File: config.mk
export PLATFORM = sky130hd
export DESIGN_NAME = load_store_unit_flat
export DESIGN_NICKNAME = d
export VERILOG_FILES = /design/src/rtl/load_store_unit_pkg.sv /design/src/rtl/load_store_unit_if.sv /design/src/rtl/load_store_unit_align.sv /design/src/rtl/load_store_unit.sv /design/src/flat_wrapper.sv
export SDC_FILE = /design/constraint.sdc
export NUM_CORES = 1
export LEC_CHECK = 0
export ABC_CLOCK_PERIOD_IN_PS = 5300
export CAP_MARGIN = 10
export CORE_ASPECT_RATIO = 1.1
export CORE_UTILIZATION = 45
export CTS_BUF_LIST = sky130_fd_sc_hd__clkbuf_16
export DETAILED_ROUTE_END_ITERATION = 8
export DONT_BUFFER_PORTS = 1
export PLACE_DENSITY = 0.61
export SYNTH_ARGS = -nofsm -noshare
export SYNTH_HDL_FRONTEND = slang
export SYNTH_SLANG_ARGS = --single-unit
File: constraint.sdc
create_clock -name clock -period 5.3 [get_ports clock]
set_input_delay 1.06 -clock clock [delete_from_list [all_inputs] [get_ports clock]]
set_output_delay 1.06 -clock clock [all_outputs]
set_load 0.01 [all_outputs]
File: src/rtl/load_store_unit_pkg.sv
// Shared constants for the load/store unit: RV32I access-size codes and FSM state encodings.
package load_store_unit_pkg;

   localparam logic [2:0] F3_B  = 3'b000;
   localparam logic [2:0] F3_H  = 3'b001;
   localparam logic [2:0] F3_W  = 3'b010;
   localparam logic [2:0] F3_BU = 3'b100;
   localparam logic [2:0] F3_HU = 3'b101;

   typedef enum logic [1:0] {
      StIdle = 2'b00,
      StReq  = 2'b01,
      StDone = 2'b10
   } lsuState_e;

endpackage

File: src/rtl/load_store_unit_if.sv
// Data-memory req/ack bus between the load/store unit (master) and data memory (slave).
interface load_store_unit_if #(
   parameter int unsigned XLEN = 32
);
   logic            dmem_req;
   logic            dmem_we;
   logic [XLEN-1:0] dmem_addr;
   logic [XLEN-1:0] dmem_wdata;
   logic [3:0]      dmem_be;
   logic            dmem_ack;
   logic [XLEN-1:0] dmem_rdata;

   modport master (
      output dmem_req, dmem_we, dmem_addr, dmem_wdata, dmem_be,
      input  dmem_ack, dmem_rdata
   );

   modport slave (
      input  dmem_req, dmem_we, dmem_addr, dmem_wdata, dmem_be,
      output dmem_ack, dmem_rdata
   );
endinterface

File: src/rtl/load_store_unit_align.sv
// Combinational lane logic: legality check, byte enables, store replication, load extension.
module load_store_unit_align
   import load_store_unit_pkg::*;
#(
   parameter int unsigned XLEN = 32
) (
   input  logic            memRead_i,
   input  logic            memWrite_i,
   input  logic [2:0]      reqFunct3_i,
   input  logic [1:0]      reqOff_i,
   input  logic [XLEN-1:0] storeIn_i,
   input  logic [2:0]      rspFunct3_i,
   input  logic [1:0]      rspOff_i,
   input  logic [XLEN-1:0] rdata_i,
   output logic            legal_o,
   output logic [3:0]      be_o,
   output logic [XLEN-1:0] storeOut_o,
   output logic [XLEN-1:0] loadOut_o
);

   logic       rdOk, wrOk, misaligned;
   logic [7:0] byteVal;
   logic [15:0] halfVal;

   always_comb begin
      rdOk       = reqFunct3_i inside {F3_B, F3_H, F3_W, F3_BU, F3_HU};
      wrOk       = reqFunct3_i inside {F3_B, F3_H, F3_W};
      misaligned = ((reqFunct3_i[1:0] == 2'b01) && reqOff_i[0]) ||
                   ((reqFunct3_i[1:0] == 2'b10) && (reqOff_i != 2'b00));
      legal_o    = (memRead_i ^ memWrite_i) && (memRead_i ? rdOk : wrOk) && !misaligned;

      be_o       = 4'b1111;
      storeOut_o = storeIn_i;
      case (reqFunct3_i[1:0])
         2'b00: begin
            be_o       = 4'b0001 << reqOff_i;
            storeOut_o = {(XLEN/8){storeIn_i[7:0]}};
         end
         2'b01: begin
            be_o       = reqOff_i[1] ? 4'b1100 : 4'b0011;
            storeOut_o = {(XLEN/16){storeIn_i[15:0]}};
         end
         default: ;
      endcase
   end

   // Load lane selection uses the offset/size captured at issue, not the live pipeline inputs.
   always_comb begin
      byteVal = rdata_i[{rspOff_i, 3'b000} +: 8];
      halfVal = rspOff_i[1] ? rdata_i[31:16] : rdata_i[15:0];
      case (rspFunct3_i)
         F3_B:    loadOut_o = {{(XLEN-8){byteVal[7]}}, byteVal};
         F3_BU:   loadOut_o = {{(XLEN-8){1'b0}}, byteVal};
         F3_H:    loadOut_o = {{(XLEN-16){halfVal[15]}}, halfVal};
         F3_HU:   loadOut_o = {{(XLEN-16){1'b0}}, halfVal};
         default: loadOut_o = rdata_i;
      endcase
   end

endmodule

File: src/rtl/load_store_unit.sv
// MEM-stage load/store unit: one access at a time over a req/ack bus, with stall, timeout
// and access-error reporting.
module load_store_unit
   import load_store_unit_pkg::*;
#(
   parameter int unsigned XLEN        = 32,
   parameter int unsigned TIMEOUT_CYC = 255
) (
   input  logic               clock,
   input  logic               reset,
   input  logic               mem_read,
   input  logic               mem_write,
   input  logic [2:0]         funct3,
   input  logic [XLEN-1:0]    addr,
   input  logic [XLEN-1:0]    wdata,
   input  logic               flush,
   output logic               stall,
   output logic               load_valid,
   output logic [XLEN-1:0]    load_data,
   output logic               access_err,
   output logic               bus_err,
   load_store_unit_if.master  dmem
);

   localparam int unsigned    CntW       = $clog2(TIMEOUT_CYC + 2);
   localparam logic [CntW-1:0] TimeoutVal = CntW'(TIMEOUT_CYC);

   lsuState_e       stateQ, stateD;
   logic [CntW-1:0] cntQ, cntD;
   logic            killQ, killD;
   logic            accessErrQ, accessErrD;
   logic            busErrQ, busErrD;
   logic            issue;
   logic            weQ;
   logic [2:0]      funct3Q;
   logic [1:0]      offQ;
   logic [XLEN-1:0] dmemAddrQ, dmemWdataQ, loadDataQ;
   logic [3:0]      dmemBeQ;

   logic            legal;
   logic [3:0]      beNext;
   logic [XLEN-1:0] storeData, loadExt;

   load_store_unit_align #(
      .XLEN (XLEN)
   ) uAlign (
      .memRead_i   (mem_read),
      .memWrite_i  (mem_write),
      .reqFunct3_i (funct3),
      .reqOff_i    (addr[1:0]),
      .storeIn_i   (wdata),
      .rspFunct3_i (funct3Q),
      .rspOff_i    (offQ),
      .rdata_i     (dmem.dmem_rdata),
      .legal_o     (legal),
      .be_o        (beNext),
      .storeOut_o  (storeData),
      .loadOut_o   (loadExt)
   );

   always_comb begin
      stateD     = stateQ;
      cntD       = cntQ;
      killD      = killQ;
      accessErrD = 1'b0;
      busErrD    = 1'b0;
      issue      = 1'b0;
      stall      = 1'b0;
      case (stateQ)
         StIdle: begin
            if (mem_read || mem_write) begin
               if (legal) begin
                  issue  = 1'b1;
                  stall  = 1'b1;
                  stateD = StReq;
                  cntD   = '0;
                  killD  = 1'b0;
               end else begin
                  accessErrD = 1'b1;
               end
            end
         end
         StReq: begin
            stall = 1'b1;
            cntD  = cntQ + CntW'(1);
            if (flush) killD = 1'b1;
            // An ack in the final allowed cycle still wins over the timeout.
            if (dmem.dmem_ack) begin
               stateD = StDone;
            end else if ((TIMEOUT_CYC != 0) && (cntQ + CntW'(1) == TimeoutVal)) begin
               stateD  = StIdle;
               busErrD = 1'b1;
            end
         end
         StDone:  stateD = StIdle;
         default: stateD = StIdle;
      endcase
   end

   always_ff @(posedge clock) begin
      if (reset) begin
         stateQ     <= StIdle;
         cntQ       <= '0;
         killQ      <= 1'b0;
         accessErrQ <= 1'b0;
         busErrQ    <= 1'b0;
         weQ        <= 1'b0;
         funct3Q    <= F3_B;
         offQ       <= 2'b00;
         dmemAddrQ  <= '0;
         dmemWdataQ <= '0;
         dmemBeQ    <= 4'b0000;
         loadDataQ  <= '0;
      end else begin
         stateQ     <= stateD;
         cntQ       <= cntD;
         killQ      <= killD;
         accessErrQ <= accessErrD;
         busErrQ    <= busErrD;
         if (issue) begin
            weQ        <= mem_write;
            funct3Q    <= funct3;
            offQ       <= addr[1:0];
            dmemAddrQ  <= {addr[XLEN-1:2], 2'b00};
            dmemWdataQ <= storeData;
            dmemBeQ    <= beNext;
         end
         if ((stateQ == StReq) && dmem.dmem_ack && !weQ) loadDataQ <= loadExt;
      end
   end

   assign load_valid      = (stateQ == StDone) && !weQ && !killQ;
   assign load_data       = loadDataQ;
   assign access_err      = accessErrQ;
   assign bus_err         = busErrQ;
   assign dmem.dmem_req   = (stateQ == StReq);
   assign dmem.dmem_we    = weQ;
   assign dmem.dmem_addr  = dmemAddrQ;
   assign dmem.dmem_wdata = dmemWdataQ;
   assign dmem.dmem_be    = dmemBeQ;

endmodule
File: src/flat_wrapper.sv
// flat-port wrapper written by rule: the top's interface ports become plain ports
module load_store_unit_flat import load_store_unit_pkg::*;
#(
   parameter int unsigned XLEN        = 32,
   parameter int unsigned TIMEOUT_CYC = 255
)
  (clock, reset, mem_read, mem_write, funct3, addr, wdata, flush, stall, load_valid, load_data, access_err, bus_err, dmem_dmem_req, dmem_dmem_we, dmem_dmem_addr, dmem_dmem_wdata, dmem_dmem_be, dmem_dmem_ack, dmem_dmem_rdata);
  load_store_unit_if #(.XLEN(XLEN)) dmem_i ();
  input  logic clock;
  input  logic reset;
  input  logic mem_read;
  input  logic mem_write;
  input  logic [2:0] funct3;
  input  logic [XLEN-1:0] addr;
  input  logic [XLEN-1:0] wdata;
  input  logic flush;
  output logic stall;
  output logic load_valid;
  output logic [XLEN-1:0] load_data;
  output logic access_err;
  output logic bus_err;
  output wire logic [$bits(dmem_i.dmem_req)-1:0] dmem_dmem_req;
  output wire logic [$bits(dmem_i.dmem_we)-1:0] dmem_dmem_we;
  output wire logic [$bits(dmem_i.dmem_addr)-1:0] dmem_dmem_addr;
  output wire logic [$bits(dmem_i.dmem_wdata)-1:0] dmem_dmem_wdata;
  output wire logic [$bits(dmem_i.dmem_be)-1:0] dmem_dmem_be;
  input wire logic [$bits(dmem_i.dmem_ack)-1:0] dmem_dmem_ack;
  input wire logic [$bits(dmem_i.dmem_rdata)-1:0] dmem_dmem_rdata;
  assign dmem_dmem_req = dmem_i.dmem_req;
  assign dmem_dmem_we = dmem_i.dmem_we;
  assign dmem_dmem_addr = dmem_i.dmem_addr;
  assign dmem_dmem_wdata = dmem_i.dmem_wdata;
  assign dmem_dmem_be = dmem_i.dmem_be;
  assign dmem_i.dmem_ack = dmem_dmem_ack;
  assign dmem_i.dmem_rdata = dmem_dmem_rdata;
  load_store_unit #(.XLEN(XLEN), .TIMEOUT_CYC(TIMEOUT_CYC)) u_core (.clock(clock), .reset(reset), .mem_read(mem_read), .mem_write(mem_write), .funct3(funct3), .addr(addr), .wdata(wdata), .flush(flush), .stall(stall), .load_valid(load_valid), .load_data(load_data), .access_err(access_err), .bus_err(bus_err), .dmem(dmem_i));
endmodule
**Yosys cells after proc, flatten, opt, wreduce, memory -nomap -nowiden**

Cells that the tools add are included.

- $add $sub $neg: 1
- Equal/unequal tests: 16
- Shift-type cells: 2
- Muxes and demuxes: 24
- Bitwise gates (word level): 4
- Reductions and logical operators: 26

Operators by type and width:

| kind | count |
|---|---|
| 32-bit one-hot mux with 4 select lines | 1 |
| 32-bit one-hot mux with 2 select lines | 1 |
| 32-bit by 6-bit variable part select with 8-bit output | 1 |
| 9-bit two-way mux | 2 |
| 9-bit one-hot mux with 2 select lines | 1 |
| 16-bit two-way mux | 1 |
| 3-bit == test, second input constant | 4 |
| 9-bit by 1-bit adder with 9-bit output, second input constant | 1 |
| 9-bit by 8-bit == test with 1-bit output, second input constant | 1 |
| 1-bit two-way mux | 9 |
| 1-bit logical AND | 8 |
| 2-bit two-way mux | 4 |
| 4-bit one-hot mux with 2 select lines | 1 |
| 3-bit by 1-bit == test with 1-bit output, second input constant | 2 |
| 3-bit logical NOT | 2 |
| 3-bit AND reduction | 2 |
| 3-bit OR reduction | 2 |
| 5-bit nonzero test | 1 |
| 2-bit by 1-bit == test with 1-bit output, second input constant | 2 |
| 2-bit == test, second input constant | 2 |
| 2-bit logical NOT | 2 |
| 4-bit two-way mux | 1 |
| 2-bit by 1-bit != test with 1-bit output, second input constant | 2 |
| 1-bit one-hot mux with 2 select lines | 2 |
| other kinds (12) | 18 |

- Register bits after elaboration: 118
- Word-level logic and storage cells: 85

**Depth between registers and ports, before layout**

- Depth in word-level cells: 8
- Mapped depth: 8

**Modules after synthesis**

A second synthesis with hierarchy kept.

- Cells, all modules: 727
- Area total of the unflattened synthesis: 5590.4 um^2

Modules (own cells, without submodules):

| module | times used | cells an instance | area each (um^2) | sequential area each (um^2) |
|---|---|---|---|---|
| load_store_unit | 1 | 542 | 4355.4 | 2362.3 |
| load_store_unit_align | 1 | 185 | 1234.9 | 0.0 |

**Worst setup path after synthesis**

No wires, ideal clock.

- Path kind: input to output
- From: in funct3[0]
- To: out stall
- Data arrival time: 1932 ps
- Required time: 4240 ps
- Setup slack: 2308 ps
- Stages on the path: 3
- Path buffers: 0
- Path through: nor4_4 -> o211ai_1 -> o31ai_4

- Cells in the longest elaborated chain, start to end: 8
- Elaborated cells on any way between the ends: 19
- Classes of those cells: eq/ne: 6; mux: 4; reduce/logical: 9

RTL lines:

| item | RTL line | source |
|---|---|---|
| start, declared | flat_wrapper.sv:13 | `input logic [2:0] funct3;` |
| 3-bit by 1-bit == test with 1-bit output (tied with other cells) | load_store_unit_align.sv:26, load_store_unit_align.sv:27 |  |
| 5-bit nonzero test (tied with other cells) | load_store_unit_align.sv:26 | `rdOk = reqFunct3_i inside {F3_B, F3_H, F3_W, F3_BU, F3_HU};` |
| 1-bit two-way mux or 1-bit logical OR (tied branches) | load_store_unit_align.sv:30, load_store_unit_align.sv:28 |  |
| 1-bit logical AND or 1-bit logical NOT (tied branches) | load_store_unit_align.sv:30 | `legal_o = (memRead_i ^ memWrite_i) && (memRead_i ? rdOk : wrOk) && !misaligned;` |
| 1-bit logical AND (*) | load_store_unit_align.sv:30 |  |
| 1-bit two-way mux (*) | load_store_unit.sv:72 | `if (legal) begin` |
| 1-bit two-way mux (*) | load_store_unit.sv:71 | `if (mem_read \|\| mem_write) begin` |
| 1-bit one-hot mux with 2 select lines (*) | load_store_unit.sv:69 | `case (stateQ)` |
| end, declared | flat_wrapper.sv:17 | `output logic stall;` |

Every way passes the cells marked *; elsewhere a longest branch is shown, timed or not.

**Final worst setup path**

Same ends and word-level chain as after synthesis.

==> impl_metrics.py <==
metrics = {
    "run_status": {
        "status": "completed",
    },
    "placed_design": {
        "dpl.hpwl_um": 9520,
        "place_ws_ps": 1950,
        "io_buffers": 0,
        "globalplace.congestion": 0.756,
    },
    "synth": {
        "synth-async-reset-ratio": 0,
        "synth_seq_cells": 118,
        "synthXorXnorAreaFrac": 0,
        "synth_cells": 631,
        "syn-mean-instance-area_sq_um": 8.50,
        "synth_warnings": 0,
        "synthDistinctLibCells": 57,
        "synth_top_family_by_area": "compound AO/OA/AOI/OAI gates",
        "synth_fa_ha_area_frac": 0.00700,
        "synth_simple_gate_area_share": 0.195,
        "synth_edf_count": 0,
        "synth_compound_area_frac": 0.249,
        "ys_seq_area_frac": 0.440,
        "synth_ff_type": "dfxtp_1",
        "synthMuxAreaShare": 0.0550,
        "synth.cell_area_sq_mm": 0.00537,
    },
    "critical_path": {
        "reg2reg_depth": 5,
        "end_kind": "primary output",
        "crit_arrival_ps": 2170,
        "reg2reg_to": "u_core.load_data[12]",
        "critPathLaunchType": "primary input",
        "r2r_slack_ps": 2760,
        "crit_end": "stall",
        "cpMaxStageDelayCell": "o31ai_4",
        "crit_path_cell_trace": "nor4_4, o211ai_1, o31ai_4",
        "r2r-start": "u_core.stateQ[1]",
        "crit_family": "compound AO/OA/AOI/OAI gates",
        "worstSetupPathType": "primary input to primary output",
        "critPathMaxFanout": 23,
        "crit_buf_inv": 0,
        "cp_num_cells": 3,
        "worstPathRequired_ps": 4240,
        "cpPeakStageDelay_ps": 470,
        "crit_start": "funct3[0]",
    },
    "cts": {
        "clock_path_buffers": 2,
        "hold_buffers": 0,
        "post_cts_resized": 0,
        "cts_tree": "built",
        "clk-insertion-delay-late_ps": 410,
        "htree_levels": 4,
        "clkSinkCount": 118,
        "cts_setup_buffers": 0,
        "clock-root-buffer": "clkbuf_16",
        "numCtsBuffers": 17,
        "cts.reportedPaths.clkPinSlew_ps": 50,
    },
    "floorplan": {
        "die_y_um": 117,
        "die_w_um": 106,
        "fp.coreArea_sq_mm": 0.0115,
        "rows": 41,
        "die_area_sq_mm": 0.0124,
        "io_pins": 211,
        "start_util": 0.465,
    },
    "timing": {
        "finalCritPeriodShare": 0.609,
        "hold_viol_final": 0,
        "max_freq_mhz": 310,
        "fin_skew_ps": 11.7,
        "fin_crit_ps": 3230,
        "final.setup.worst_slack_ps": 2070,
        "setup-violations-final": 0,
        "tns_ps": 0,
        "drv_slew": 0,
        "worst_pin_slew_ps": 941,
        "rsz0062_at_grt": "no",
        "slew_headroom": 0.372,
    },
    "detailed_routing": {
        "drc": 0,
        "viasPerCell": 5.85,
        "wire_per_inst_um": 18.6,
        "drt_iter0_drc": 310,
        "antenna_left": 0,
        "wl_um": 14200,
        "first_pass_iters": 5,
        "vias": 4461,
    },
    "final_layout": {
        "antennaDiodeCount": 0,
        "area_delta_synth_final_pct": 10.0,
        "drive_above_1_share": 0.0995,
        "final_nets": 710,
    },
    "global_routing": {
        "grt_max_degree": 113,
        "antenna_found_initial": 0,
        "grt_util_all_layers": 0.222,
        "grt_pass1_wl_um": 21500,
        "grt_pass1_vias": 4223,
        "gr-total-overflow": 0,
    },
    "flow_run": {
        "maxCapViolations": 0,
    },
    "min_path": {
        "hold_class": "flip-flop to flip-flop",
    },
    "power": {
        "worst_ir_drop_vdd_mv": 0.166,
        "leakage_nw": 1.91,
        "p_per_area_mw_per_mm2": 371,
    },
}
-- cells in the mapped netlist, drive strengths merged (2+ instances only) --
library cell / n / area [sq um]
a21oi: 67 / 335
buf: 28 / 165
a221oi: 3 / 26.3
nand3b: 9 / 67.6
nor3: 6 / 30.0
a31oi: 5 / 31.3
o22a: 4 / 35.0
nand2b: 6 / 37.5
a22oi: 2 / 15.0
nor2b: 9 / 56.3
o31ai: 2 / 28.8
o21ai: 22 / 110
o21bai: 2 / 15.0
nor2: 47 / 176
a211oi: 37 / 368
o211ai: 14 / 105
o2111a: 2 / 22.5
a311oi: 15 / 131
nor3b: 3 / 32.5
mux2: 2 / 22.5
inv: 7 / 26.3
nand2: 140 / 526
or3: 2 / 12.5
nand3: 3 / 15.0
clkbuf: 24 / 90.1
mux2i: 25 / 250
o311ai: 2 / 17.5
dfxtp: 118 / 2360
ha: 3 / 37.5
-- layer usage --
layer / share of wire / global-route usage / wire length (um)
met2: 0.49 / 0.373 / 6960
met3: 0.098 / 0.102 / 1380
met1: 0.39 / 0.244 / 5560
met5: 0 / 0 / 0
met4: 0.019 / 0.0917 / 265
-- power by group --
| group | switching (mW) | leakage, nW | internal [mW] |
|---|---|---|---|
| clock | 0.389 | 0.270 | 0.675 |
| sequential | 0.0486 | 0.958 | 0.927 |
| combinational | 0.0905 | 0.685 | 0.0629 |
-- cell type report --
cell class,instances,area [sq um]
inverters,8,30.0
repair buffers,3,22.5
flip-flops and latches,118,2360
clock buffers,17,425
fillers,1109,5640
well taps,150,188
multi-input cells,454,2760
clock inverters,13,119
-- cell families (layout without fill, tap and decap cells) --
| group | after synthesis | after routing |
|---|---|---|
| simple gates | 235 | 235 |
| fa+ha+maj | 3 | 3 |
| flops | 118 | 118 |
| mux | 28 | 28 |
| other cells | 1 | 2 |
| compound gates | 186 | 186 |
| buf+inv | 60 | 41 |
-- worst register-to-register path: cells and delay by family, from the launching register on --
kind            cells  cell delay [ps]
simple gates        3             1340
buf+inv             1              470
flops               1              400
compound gates      1              170
-- worst min-delay path by stage --
stage                       from  slack, ps                end  cells after the start
2_1_floorplan     u_core.cntQ[8]        430     u_core.cntQ[8]                      1
3_3_place_gp   u_core.funct3Q[1]        440  u_core.funct3Q[1]                      2
3_5_place_dp   u_core.funct3Q[1]        440  u_core.funct3Q[1]                      2
4_1_cts        u_core.funct3Q[1]        450  u_core.funct3Q[1]                      2
5_1_grt        u_core.funct3Q[1]        470  u_core.funct3Q[1]                      2
6_report       u_core.funct3Q[1]        450  u_core.funct3Q[1]                      2
-- per-stage QoR --
stage | power [mW] | cells | hold slack, ps | util | instance area, sq um
3_5_place_dp | 1.15 | 733 | 443 | 0.464 | 5360
6_report | 2.19 | 763 | 449 | 0.511 | 5900
5_1_grt | 2.28 | 763 | 474 | 0.511 | 5900
4_1_cts | 2.22 | 763 | 449 | 0.511 | 5900
3_3_place_gp | 1.14 | 733 | 441 | 0.464 | 5360
2_1_floorplan | 1.13 | 632 | 429 | - | 5370
-- flip-flops by register name, indices dropped and copies added (netlist names) --
register,flops
u_core.dmem.dmem_addr,30
u_core.funct3Q,3
u_core.cntQ,9
u_core.access_err,1
u_core.dmem.dmem_be,4
u_core.killQ,1
u_core.offQ,2
u_core.dmem.dmem_wdata,32
u_core.load_data,32
u_core.bus_err,1
u_core.dmem.dmem_we,1
u_core.stateQ,2
-- layout by cell type, fill, tap and decap left out, drive strengths merged, types with 14 or more instances in the layout --
cell,n
nor2,47
a211oi,37
dfxtp,118
mux2i,25
a21oi,67
o211ai,14
nand2,140
o21ai,22
clkbuf,17
a311oi,15
(Power assumes the default switching activity.)
